[src/rtl/tpu_pkg.sv]
// Shared drain-path types: FSM encoding, output buffer depth and a row clamp helper.
package tpu_pkg;

    typedef enum logic [1:0] {
        StIdle  = 2'd0,
        StDrain = 2'd1,
        StFlush = 2'd2,
        StDone  = 2'd3
    } drain_state_e;

    // Entries in the GLB-side skid buffer; the read throttle assumes exactly this many.
    localparam int unsigned SKID_DEPTH = 2;

    // Requested rows beyond what the accumulation FIFO can hold are not drained.
    function automatic int unsigned clamp_rows(input int unsigned rows, input int unsigned depth);
        return (rows > depth) ? depth : rows;
    endfunction

endpackage

[src/rtl/drain_skid_buf.sv]
// Two-entry FIFO-ordered skid buffer between the accumulation FIFO read data and the GLB port.
module drain_skid_buf
    import tpu_pkg::*;
#(
    parameter int unsigned WIDTH = 32
) (
    input  logic             clk,
    input  logic             rst,
    input  logic             in_valid,
    output logic             in_ready,
    input  logic [WIDTH-1:0] in_data,
    output logic             out_valid,
    input  logic             out_ready,
    output logic [WIDTH-1:0] out_data
);

    logic [WIDTH-1:0] head;
    logic [WIDTH-1:0] tail;
    logic [1:0]       count;
    logic             push;
    logic             pop;

    // Handshakes; head entry always drives the output.
    always_comb begin
        in_ready  = (count < 2'(SKID_DEPTH));
        out_valid = (count != 2'd0);
        out_data  = head;
        push      = in_valid & in_ready;
        pop       = out_valid & out_ready;
    end

    // Head/tail storage with shift-on-pop so the head stays the oldest row.
    always_ff @(posedge clk or posedge rst) begin
        if (rst) begin
            head  <= '0;
            tail  <= '0;
            count <= 2'd0;
        end else begin
            case (count)
                2'd0: begin
                    if (push) head <= in_data;
                end
                2'd1: begin
                    if (push && pop) head <= in_data;
                    else if (push)   tail <= in_data;
                end
                default: begin
                    if (pop) head <= tail;
                end
            endcase
            count <= count + 2'(push) - 2'(pop);
        end
    end

endmodule

[src/rtl/acc_drain.sv]
// Drains accumulated psum rows from the per-column FIFOs into consecutive GLB words.
module acc_drain
    import tpu_pkg::*;
#(
    parameter int unsigned PE_SIZE    = 16,
    parameter int unsigned DATA_WIDTH = 32,
    parameter int unsigned FIFO_DEPTH = 64,
    parameter int unsigned ADDR_WIDTH = 16
) (
    input  logic                             clk,
    input  logic                             rst,
    input  logic                             start_i,
    input  logic [$clog2(FIFO_DEPTH):0]      row_cnt_i,
    input  logic [ADDR_WIDTH-1:0]            base_addr_i,
    output logic [PE_SIZE-1:0]               rden_o,
    input  logic [DATA_WIDTH*PE_SIZE-1:0]    psum_row_i,
    output logic                             glb_wren_o,
    input  logic                             glb_ready_i,
    output logic [ADDR_WIDTH-1:0]            glb_addr_o,
    output logic [DATA_WIDTH*PE_SIZE-1:0]    glb_wdata_o,
    output logic                             busy_o,
    output logic                             done_o
);

    localparam int unsigned CNT_W = $clog2(FIFO_DEPTH) + 1;
    localparam int unsigned ROW_W = DATA_WIDTH * PE_SIZE;

    drain_state_e     state;
    logic [CNT_W-1:0] rd_left;
    logic             rd_inflight;
    logic [CNT_W-1:0] start_rows;
    logic             start_ok;
    logic             buf_in_ready;
    logic             wr_accept;
    logic [1:0]       occ;
    logic [2:0]       pending;
    logic             rd_en;

    // Read throttle: a read issued now lands after the next edge, so rows held after this
    // cycle's write plus the row already in flight must leave room for it.
    always_comb begin
        start_ok   = start_i && (state == StIdle);
        start_rows = CNT_W'(clamp_rows(int'(row_cnt_i), FIFO_DEPTH));
        wr_accept  = glb_wren_o & glb_ready_i;
        occ        = !glb_wren_o ? 2'd0 : (buf_in_ready ? 2'd1 : 2'd2);
        pending    = 3'(occ) - 3'(wr_accept) + 3'(rd_inflight);
        rd_en      = (state == StDrain) && (rd_left != '0) && (pending < 3'(SKID_DEPTH));
        rden_o     = {PE_SIZE{rd_en}};
    end

    // Drain sequencer: read issue count, in-flight tracking and status outputs.
    always_ff @(posedge clk or posedge rst) begin
        if (rst) begin
            state       <= StIdle;
            rd_left     <= '0;
            rd_inflight <= 1'b0;
            busy_o      <= 1'b0;
            done_o      <= 1'b0;
        end else begin
            rd_inflight <= rd_en;
            case (state)
                StIdle: begin
                    if (start_ok) begin
                        busy_o  <= 1'b1;
                        rd_left <= start_rows;
                        if (start_rows != '0) begin
                            state <= StDrain;
                        end else begin
                            state  <= StDone;
                            done_o <= 1'b1;
                        end
                    end
                end
                StDrain: begin
                    if (rd_en) begin
                        rd_left <= rd_left - CNT_W'(1);
                        if (rd_left == CNT_W'(1)) state <= StFlush;
                    end
                end
                StFlush: begin
                    // Buffer empties on this edge and nothing left to capture.
                    if (pending == 3'd0) begin
                        state  <= StDone;
                        done_o <= 1'b1;
                    end
                end
                default: begin
                    state  <= StIdle;
                    busy_o <= 1'b0;
                    done_o <= 1'b0;
                end
            endcase
        end
    end

    // GLB word address: loaded on an accepted start, advanced per accepted write.
    always_ff @(posedge clk or posedge rst) begin
        if (rst) begin
            glb_addr_o <= '0;
        end else if (start_ok) begin
            glb_addr_o <= base_addr_i;
        end else if (wr_accept) begin
            glb_addr_o <= glb_addr_o + ADDR_WIDTH'(1);
        end
    end

    drain_skid_buf #(
        .WIDTH (ROW_W)
    ) u_skid (
        .clk       (clk),
        .rst       (rst),
        .in_valid  (rd_inflight),
        .in_ready  (buf_in_ready),
        .in_data   (psum_row_i),
        .out_valid (glb_wren_o),
        .out_ready (glb_ready_i),
        .out_data  (glb_wdata_o)
    );

endmodule

[config.mk]
export PLATFORM = sky130hd
export DESIGN_NAME = acc_drain
export DESIGN_NICKNAME = d
export VERILOG_FILES = /design/src/rtl/tpu_pkg.sv /design/src/rtl/drain_skid_buf.sv /design/src/rtl/acc_drain.sv
export SDC_FILE = /design/constraint.sdc
export NUM_CORES = 2
export LEC_CHECK = 0
export ABC_AREA = 1
export CAP_MARGIN = 5
export CORE_AREA = 4 4 427 429
export DETAILED_ROUTE_END_ITERATION = 7
export DIE_AREA = 0 0 431 433
export PLACE_DENSITY = 0.48
export SLEW_MARGIN = 20
export SYNTH_ARGS = -nofsm -noshare
export SYNTH_HDL_FRONTEND = slang
export SYNTH_SLANG_ARGS = --single-unit
[constraint.sdc]
create_clock -name clk -period 70.1 [get_ports clk]
set_input_delay 14.02 -clock clk [delete_from_list [all_inputs] [get_ports clk]]
set_output_delay 14.02 -clock clk [all_outputs]
set_load 0.005 [all_outputs]
==> flow_summary.yaml <==
global_route:
  grt_max_degree: 204
  grt_remaining_overflow: 0
  grt.total_usage_pct: 16.6
  grt_pass1_vias: 33800
  antenna_found_initial: 59
  grt_pass1_wl_mm: 234
timing:
  tightest_slew_ps: 1080
  hold_violations: 0
  fin_skew_ps: 24.2
  holdWs_ps: 489
  fin_crit_ps: 30660
  setup_ws_ps: 39440
  slew_headroom_pct: 27.7
  rsz0062_at_grt: "no"
  slew_violations: 0
  timing.setup.tns_ps: 0
  min_period_over_period_pct: 43.7
  setup_viol: 0
  fmax_mhz: 32.6
power_and_ir_drop:
  power_frac_clock_pct: 22.8
  power.density_nw_per_um2: 48.1
  combPwrFrac_pct: 40.4
  sw_frac_of_total_pct: 36.0
  peakVddDrop_v: 0.0000282
  seqPwrFrac_pct: 36.9
  power_mw: 2.94
  p_leak_nw: 26.1
  power.internal_mw: 1.88
  p_sw_mw: 1.06
worst_setup_path:
  worstSetupStartpointType: "input pin"
  slowest_delay_ps: 550
  worstPathCellList: "clkdlybuf4s50_1 -> nand2_1 -> inv_1 -> nand2_1 -> o21ai_0 -> ha_1 -> ha_1 -> inv_1 -> nand3_1 -> nor2_1 -> buf_4 -> clkdlybuf4s50_1"
  crit_path_end_kind: "output pin"
  worst-path-max-fanout: 18
  arrival_ps: 16640
  critical_path_class: "input pin to output pin"
  required_ps: 56080
  slowest_stage: "clkdlybuf4s50_1"
clocking:
  cts_resized: 0
  cts.path.max_buffers: 3
  postCtsSetupBuffers: 0
  ctsHoldBuffers: 0
  clkLatencyLatePin_ps: 760
  cts_tree: "yes"
  cts-root-buf: "clkbuf_16"
  numCtsBuffers: 132
  path_clk_slew_ps: 50
  htreeDepth: 4
  cts_sinks: 1054
placement:
  dp.final_hpwl_mm: 109
  place.port_buffers: 1085
  gp_congestion: 0.819
  post-place-ws_ps: 39460
route:
  finalWirelength_mm: 160
  drc: 0
  avgViaCountPerCell: 4.45
  drt-wirelength-per-cell_um: 20.9
  antenna_left: 0
  drt-initial-drc-count: 2066
  first_pass_iters: 5
  num_vias: 34100
synth:
  synthesis.area_um2: 44200
  synth_cells: 4220
  synth_top_area_cell: "dfrtp_1"
  synth_cell_types: 34
  synth_nets: 4771
  netlist.area_leader.share_pct: 59.6
  synth_seq_cells: 1054
  synth_warnings: 0
  synth_area_per_cell_um2: 10.5
  synth_edf_count: 0
  ys.flop_type: "dfrtp_1"
  netlist_top_cells_area: "dfrtp_1 60%, mux2_2 12%, nand2_1 9.6%"
  synth_seq_area_share_pct: 59.6
  async_flop_share_pct: 100
floorplanning:
  rows: 155
  die_area_um2: 187000
  die_x_um: 431
  die_height_um: 433
  initial_core_util_pct: 24.8
  num_io_pins: 1086
  core_um2: 178000
final_layout:
  syn_to_final_growth_pct: 38.1
  drive_above_1_share_pct: 13.2
  n_fill_cell: 18000
  fin_nets: 5724
outcome:
  outcome: "completed"
min_path:
  holdCritPathClass: "flip-flop to flip-flop"
run:
  maxCapViolCount: 0
-- cells by family (layout without fill, tap and decap cells) --
family / after synthesis / count (layout) / share of synthesized area (%)
and+or+nand+nor: 1744 / 1744 / 15.0
DFF: 1054 / 1054 / 59.6
AOI/OAI and AO/OA: 547 / 547 / 7.74
muxes: 512 / 512 / 13.0
buffers and inverters: 346 / 1392 / 4.19
adders and majority gates: 12 / 12 / 0.339
xor gates and xnor gates: 5 / 5 / 0.0990
other: 0 / 34 / 0
-- final cells by class --
type / instances / area [um^2] / area share, %
antenna: 34 / 85.1 / 0.139
clock buffer: 192 / 3750 / 6.14
tap: 2355 / 2950 / 4.82
inverter: 40 / 165 / 0.270
multi-input combinational: 2820 / 16000 / 26.2
timing repair buffer: 1125 / 11300 / 18.5
clock inverter: 35 / 444 / 0.727
sequential: 1054 / 26400 / 43.2
-- state kept, by name, indices dropped and copies added (netlist names) --
register and cells:
u_skid.out_data 512, u_skid.tail 512, glb_addr_o 16, rd_left 7, state 2, u_skid.count 2, busy_o 1, done_o 1
rd_inflight 1
-- power groups by stage --
stage          sequential, mW  combinational [mW]  clock [mW]
3_3_place_gp             1.08                1.20           0
3_5_place_dp             1.09                1.21           0
2_1_floorplan            1.07               0.613           0
6_report                 1.08                1.18       0.668
5_1_grt                  1.12                1.31       0.718
4_1_cts                  1.08                1.21       0.694
-- worst paths after layout --
check | cells past startpoint | slack [ps] | end | start
min reg2reg | 1 | 490 | u_skid.tail[5] | u_skid.tail[5]
max reg2reg | 7 | 64710 | u_skid.tail[123] | u_skid.count[1]
max in group asynchronous | 7 | 52420 | u_skid.out_data[511] | rst
max | 12 | 39440 | rden_o[2] | glb_ready_i
min | 1 | 490 | u_skid.tail[5] | u_skid.tail[5]
min in group asynchronous | 2 | 13860 | u_skid.out_data[311] | rst
-- through the flow --
| step | instance area, um^2 | util (%) | instances |
|---|---|---|---|
| final | 61100 | 34.3 | 7655 |
| after global routing | 61100 | 34.3 | 7642 |
| after CTS | 61000 | 34.2 | 7620 |
| after detailed placement | 56800 | 31.9 | 7393 |
| after global placement | 56800 | 31.9 | 7393 |
| after floorplan | 44200 | - | 4220 |
-- layout by cell type, fill, tap and decap left out, types with 4 or more instances in the layout --
master	netlist	final
a21oi_1	11	11
nor2_1	570	570
clkbuf_16	0	133
nand3_1	28	28
clkdlybuf4s50_1	0	1085
diode_2	0	34
inv_1	38	37
clkbuf_8	0	20
clkbuf_1	143	39
inv_16	0	6
mux2_1	52	52
nand4_1	6	6
nand2_1	1133	1133
dfrtp_1	1054	1053
clkinv_8	0	4
mux2_2	460	460
buf_12	0	9
a31oi_1	513	513
o21ai_0	11	11
clkinv_2	0	11
buf_4	25	27
bufinv_16	0	4
ha_1	12	12
inv_6	0	5
-- critical path, delay by kind of cell --
kind,cells,cell delay [ps]
fa+ha+maj,2,410
simple gates,4,430
buf+inv,5,1670
compound gates,1,90
-- layer usage --
| metal | share of wire [%] | track usage, % | vias up |
|---|---|---|---|
| met2 | 48 | 27.5 | 893 |
| li1 | - | - | 16200 |
| met5 | 0.12 | 0 | - |
| met4 | 3.9 | 6.75 | 28 |
| met1 | 40 | 19.5 | 16700 |
| met3 | 7.8 | 5.97 | 275 |
-- synth_stat cells (2+ instances only) --
| cell | number |
|---|---|
| nand3_1 | 28 |
| a22oi_1 | 2 |
| inv_2 | 2 |
| buf_2 | 79 |
| nor3_1 | 2 |
| buf_4 | 25 |
| o211a_1 | 2 |
| xnor2_1 | 3 |
| mux2_2 | 460 |
| mux2_1 | 52 |
| o21ai_0 | 11 |
| a31oi_1 | 513 |
| ha_1 | 12 |
| buf_1 | 11 |
| nor2_1 | 570 |
| a21oi_1 | 11 |
| o22ai_1 | 2 |
| nand4_1 | 6 |
| nand2_1 | 1133 |
| buf_6 | 48 |
| dfrtp_1 | 1054 |
| inv_1 | 38 |
| xor2_1 | 2 |
| clkbuf_1 | 143 |
| a211oi_1 | 2 |
No activity file was read; power rests on OpenSTA's default activity.
